<file path="config.mk">
export PLATFORM = sky130hd
export DESIGN_NAME = program_mem_arbiter
export DESIGN_NICKNAME = d
export VERILOG_FILES = /design/src/rtl/program_mem_arbiter.sv
export SDC_FILE = /design/constraint.sdc
export NUM_CORES = 1
export LEC_CHECK = 0
export ABC_AREA = 1
export BUFFER_PORTS_ARGS = -buffer_cell sky130_fd_sc_hd__buf_4
export CORE_AREA = 3 3 62 47
export DETAILED_ROUTE_END_ITERATION = 10
export DIE_AREA = 0 0 65 50
export GPL_ROUTABILITY_DRIVEN = 0
export GPL_TIMING_DRIVEN = 0
export PLACE_DENSITY = 0.79
export SYNTH_ARGS = -nofsm -noshare
export SYNTH_HDL_FRONTEND = slang
export SYNTH_SLANG_ARGS = --single-unit
</file>
<file path="constraint.sdc">
create_clock -name clk_i -period 2.69 [get_ports clk_i]
set_clock_uncertainty 0.05 [all_clocks]
set_input_delay 0.807 -clock clk_i [delete_from_list [all_inputs] [get_ports clk_i]]
set_output_delay 0.807 -clock clk_i [all_outputs]
set_load 0.01 [all_outputs]
</file>
<file path="src/rtl/program_mem_arbiter.sv">
// program_mem_arbiter
// Owns the TinyBF program memory ports. It sequences host program download
// (a byte stream turned into auto-incrementing writes), runs the mode FSM
// that holds the CPU while loading or idle, and shares the single memory
// read port between CPU instruction fetch and host readback.
// The memory itself lives outside this block and has a 1-cycle read latency
// with write-first behaviour for same-address write and read.

module program_mem_arbiter #(
    parameter int DATA_W = 8,
    parameter int DEPTH  = 16,
    localparam int AW    = $clog2(DEPTH)
) (
    input  logic              clk_i,
    input  logic              rst_i,

    // Mode control pulses from the host
    input  logic              load_start_i,
    input  logic              load_end_i,
    input  logic              run_i,
    input  logic              halt_i,

    // Host download stream
    input  logic              load_valid_i,
    input  logic [DATA_W-1:0] load_data_i,
    output logic              load_ready_o,
    output logic              load_done_o,
    output logic [AW:0]       load_len_o,

    // CPU gating
    output logic              cpu_hold_o,

    // CPU instruction fetch
    input  logic              fetch_req_i,
    input  logic [AW-1:0]     fetch_addr_i,
    output logic              fetch_gnt_o,
    output logic              fetch_valid_o,
    output logic [DATA_W-1:0] fetch_data_o,

    // Host readback / verify
    input  logic              rb_req_i,
    input  logic [AW-1:0]     rb_addr_i,
    output logic              rb_gnt_o,
    output logic              rb_valid_o,
    output logic [DATA_W-1:0] rb_data_o,

    // Program memory write port
    output logic              mem_wen_o,
    output logic [AW-1:0]     mem_waddr_o,
    output logic [DATA_W-1:0] mem_wdata_o,

    // Program memory read port
    output logic              mem_ren_o,
    output logic [AW-1:0]     mem_raddr_o,
    input  logic [DATA_W-1:0] mem_rdata_i
);

    typedef enum logic [1:0] {
        ST_IDLE = 2'd0,
        ST_LOAD = 2'd1,
        ST_RUN  = 2'd2
    } state_t;

    localparam logic [AW-1:0] LAST_ADDR = AW'(DEPTH - 1);
    localparam logic [AW-1:0] PTR_ONE   = AW'(1);
    localparam logic [AW:0]   LEN_ONE   = (AW + 1)'(1);

    state_t          state_q;
    state_t          state_d;
    logic [AW-1:0]   wptr_q;
    logic [AW:0]     len_q;
    logic            load_done_q;
    logic            load_done_d;
    logic            fetch_valid_q;
    logic            rb_valid_q;
    logic            byte_accept;
    logic            last_accept;

    // A host byte is taken only while loading and no control pulse competes.
    always_comb begin
        load_ready_o = (state_q == ST_LOAD) && !load_start_i && !load_end_i;
        byte_accept  = load_valid_i && load_ready_o;
        last_accept  = byte_accept && (wptr_q == LAST_ADDR);
    end

    // Mode FSM next state; the done pulse is raised for whichever exit leaves LOAD.
    always_comb begin
        state_d     = state_q;
        load_done_d = 1'b0;
        case (state_q)
            ST_IDLE: begin
                if (load_start_i) begin
                    state_d = ST_LOAD;
                end else if (run_i) begin
                    state_d = ST_RUN;
                end
            end
            ST_LOAD: begin
                if (load_start_i) begin
                    state_d = ST_LOAD;
                end else if (load_end_i || last_accept) begin
                    state_d     = ST_IDLE;
                    load_done_d = 1'b1;
                end
            end
            ST_RUN: begin
                if (load_start_i) begin
                    state_d = ST_LOAD;
                end else if (halt_i) begin
                    state_d = ST_IDLE;
                end
            end
            default: begin
                state_d = ST_IDLE;
            end
        endcase
    end

    // Mode state register and the one-cycle load-done pulse.
    always_ff @(posedge clk_i) begin
        if (rst_i) begin
            state_q     <= ST_IDLE;
            load_done_q <= 1'b0;
        end else begin
            state_q     <= state_d;
            load_done_q <= load_done_d;
        end
    end

    // Write pointer and length; the pointer may wrap after the last slot but
    // the length saturates naturally at DEPTH because LOAD exits there.
    always_ff @(posedge clk_i) begin
        if (rst_i) begin
            wptr_q <= '0;
            len_q  <= '0;
        end else if (load_start_i) begin
            wptr_q <= '0;
            len_q  <= '0;
        end else if (byte_accept) begin
            wptr_q <= wptr_q + PTR_ONE;
            len_q  <= len_q + LEN_ONE;
        end
    end

    // Accepted bytes go straight to the memory write port.
    always_comb begin
        mem_wen_o   = byte_accept;
        mem_waddr_o = wptr_q;
        mem_wdata_o = load_data_i;
    end

    // Fixed-priority read arbitration: fetch wins, and only while running.
    always_comb begin
        fetch_gnt_o = fetch_req_i && (state_q == ST_RUN);
        rb_gnt_o    = rb_req_i && !fetch_gnt_o;
        mem_ren_o   = fetch_gnt_o || rb_gnt_o;
        mem_raddr_o = fetch_gnt_o ? fetch_addr_i : rb_addr_i;
    end

    // Track which requester owns the read that returns next cycle; this is
    // independent of the mode so an in-flight read always completes.
    always_ff @(posedge clk_i) begin
        if (rst_i) begin
            fetch_valid_q <= 1'b0;
            rb_valid_q    <= 1'b0;
        end else begin
            fetch_valid_q <= fetch_gnt_o;
            rb_valid_q    <= rb_gnt_o;
        end
    end

    // Status outputs and shared read-data return.
    always_comb begin
        load_done_o   = load_done_q;
        load_len_o    = len_q;
        cpu_hold_o    = (state_q != ST_RUN);
        fetch_valid_o = fetch_valid_q;
        rb_valid_o    = rb_valid_q;
        fetch_data_o  = mem_rdata_i;
        rb_data_o     = mem_rdata_i;
    end

endmodule

</file>
==> summary.txt <==
Drt
  • Drt first-iter violations: 16
  • Wirelength per Cell: around 11 um
  • DR vias/cell: 4.41
  • Final ANT Viol Nets: 0
  • Total number of vias: roughly 1000
  • Pre-antenna DRT Iters: 4
  • Wirelength, routed: 2540 um
  • Residual DRC: 0

Logic synthesis
  • Synth unique cells: 20
  • Yosys warning total: 0
  • Largest cells by area after synthesis: dfxtp_1, buf_4, nand2_1
  • Area leader, netlist: dfxtp_1
  • FF+latch count, synth: 14
  • Area share of the largest cell type after synthesis: 29.8%
  • Mapped Area: roughly 940 um2
  • Sequential share of the synthesized area: around 30%
  • Mapped Nets: 169
  • Avg Cell Area, Syn: 7.23 um2
  • Cells after Synth: 130

Floorplanning
  • Die width: ~65 um
  • Core footprint: about 0.0024 mm2
  • Cell row count: 15
  • Ports: 79
  • Initial Util: 39.4%
  • Die height: about 50 um
  • Die Footprint: around 0.0033 mm2

Hold path
  • Worst Hold End: load_len_o[3]$_SDFFE_PP0P_
  • Hold WC Path Type: register to register
  • Hold path cells: 1
  • Hold Path Origin: load_len_o[3]$_SDFFE_PP0P_

Timing
  • PnR worst setup slack: 242 ps
  • Worst-margin pin slew: 380 ps
  • Final Hold Vio Count: 0
  • Tmin final: about 2400 ps
  • Setup TNS: 0 ps
  • Fmax: ~410 MHz
  • Final setup fails: 0
  • RSZ-0062 raised after global routing: no
  • Final slew viol count: 0
  • Max-slew headroom: roughly 75%
  • Final Cycle Share: approximately 90%

Flow run
  • Max-cap violations: 0

Power
  • Pwr/cell area: 382 mW/mm2
  • VDD IR-drop max: 0.214 mV
  • Pleak: 0.810 nW

Global route
  • Initial antenna violation count: 0
  • Global-route wire length before repair: 4040 um
  • Overflow left after global routing: 0
  • Vias in the first global route: ~960
  • Largest net degree at the start of global routing: 11
  • All-Layer GR Usage: between 10% and 20%

Finish
  • Layout cells sized above 1: 48.0%
  • Total Nets Final: 236
  • Area growth syn-to-layout: 57.9%
  • Layout Cells excl Fill: 230
  • Diodes inserted: 0

Placement
  • Cell count after placement: approximately 230
  • IO Port Bufs: between 60 and 70
  • Place WS: ~280 ps
  • Final HPWL DP: 2180 um

CTS
  • Hold_buf cts: 0
  • CTS root buffer: clkbuf_4
  • Clk_lat worst skew: about 290 ps
  • Clock sinks: 14
  • TritonCTS clock tree: yes
  • Htree depth: 1
  • Total CTS buffers: 3
  • PostCTS Resize Cnt: 0
  • Post-CTS Setup Repair Bufs: 0
  • Clock transition at path regs: 90 ps
  • Worst-case clock buffer depth: 2

Outcome
  • Outcome: complete, no violations

Setup path
  • Setup CP Type: register to output port
  • Worst R2R Start: state_q[1]$_SDFFE_PP0P_
  • R2r worst-path depth: 8
  • Worst path arrival time: 1590 ps
  • Endpoint class of the critical path: output port
  • Cell repeated most along the worst path: nand2_1
  • CP cell instances: inv_1 > ha_1 > nand2_1 > inv_1 > nand2_1 > nand2_1 > buf_4
  • R2R setup slack: 1220 ps
  • Crit path launch type: register
  • Slowest stage delay, CP: 370 ps
  • Max Fanout on Critical Path: 7
  • WP data required: about 1800 ps
  • CP max stage cell: dfxtp_1
  • R2r endpoint: load_len_o[2]$_SDFFE_PP0P_
-- cells by family after synthesis --
| logic type | after synthesis | share of synthesized area (%) |
|---|---|---|
| adder cells (fa/ha/maj) | 6 | 7.99 |
| buffers and inverters | 41 | 26.5 |
| AND/OR/NAND/NOR | 53 | 25.6 |
| XOR/XNOR | 3 | 2.80 |
| flip-flops | 14 | 29.8 |
| AO/OA/AOI/OAI | 13 | 7.32 |
-- layer usage --
metal / GRT usage, % / vias up / share of wire [%]
met5: 0 / - / 0
li1: - / 518 / -
met2: 30.9 / 33 / 55
met4: 4.21 / 0 / 1.2
met1: 16.7 / 458 / 38
met3: 4.78 / 5 / 5.7
-- Yosys cell counts, drive strengths merged --
master and number:
a21oi 5, and3 3, buf 24, clkinv 1
dfxtp 14, ha 6, inv 16, nand2 27
nand3 6, nor2 13, nor3 4, o211ai 1
o21ai 6, o22ai 1, xnor2 2, xor2 1
-- layout make-up --
cell class,instances,area (um2)
fillers,232,900
repair buffers,62,465
multi-input cells,75,410
flip-flops and latches,14,280
plain buffers,24,180
inverters,17,68.8
well taps,34,42.5
clock buffers,4,36.3
-- registers in the layout (all words and copies together) (netlist names) --
signal,flops
rb_valid_o,1
load_done_o,1
state_q,2
mem_waddr_o,4
fetch_valid_o,1
load_len_o,5
-- cell usage in the layout, fill, tap and decap left out, types with 2 or more instances in the layout --
master / Yosys / routed
ha_1: 6 / 6
nand3_1: 6 / 6
nor2_1: 12 / 12
xnor2_1: 2 / 2
clkbuf_4: 0 / 3
inv_1: 16 / 16
and3_1: 3 / 3
buf_4: 24 / 86
o21ai_1: 2 / 2
dfxtp_1: 14 / 14
nor3_1: 3 / 3
a21oi_1: 5 / 5
o21ai_0: 4 / 4
nand2_1: 26 / 26
-- power by group --
part	internal [mW]	leakage, nW	switching [mW]
Combinational	0.103	0.675	0.0888
Sequential	0.215	0.114	0.00565
Clock	0.0826	0.0210	0.0729
-- how the worst max path moves through the flow --
stage	start	endpoint	slack (ps)	cells after the start
5_1_grt	state_q[0]$_SDFFE_PP0P_	rb_gnt_o	80	6
4_1_cts	state_q[0]$_SDFFE_PP0P_	mem_raddr_o[3]	240	7
3_3_place_gp	load_start_i	mem_wen_o	310	5
6_report	state_q[0]$_SDFFE_PP0P_	mem_raddr_o[2]	240	7
2_1_floorplan	load_start_i	mem_wen_o	540	3
3_5_place_dp	load_start_i	mem_wen_o	280	5
-- worst max-delay path: cells and delay by family (launching register included) --
kind	cells	cell delay, ps
buffers and inverters	3	390
adders and majority gates	1	220
DFF	1	370
and+or+nand+nor	3	320
-- per-stage QoR --
stage	cell area, um2	utilization (%)	hold slack, ps	total power [mW]
floorplan	940	-	437	0.329
global placement	1450	60.7	410	0.412
detailed placement	1450	60.7	425	0.418
CTS	1480	62.3	444	0.573
global route	1480	62.3	468	0.603
finish	1480	62.3	443	0.568
No activity file was read; power rests on OpenSTA's default activity.
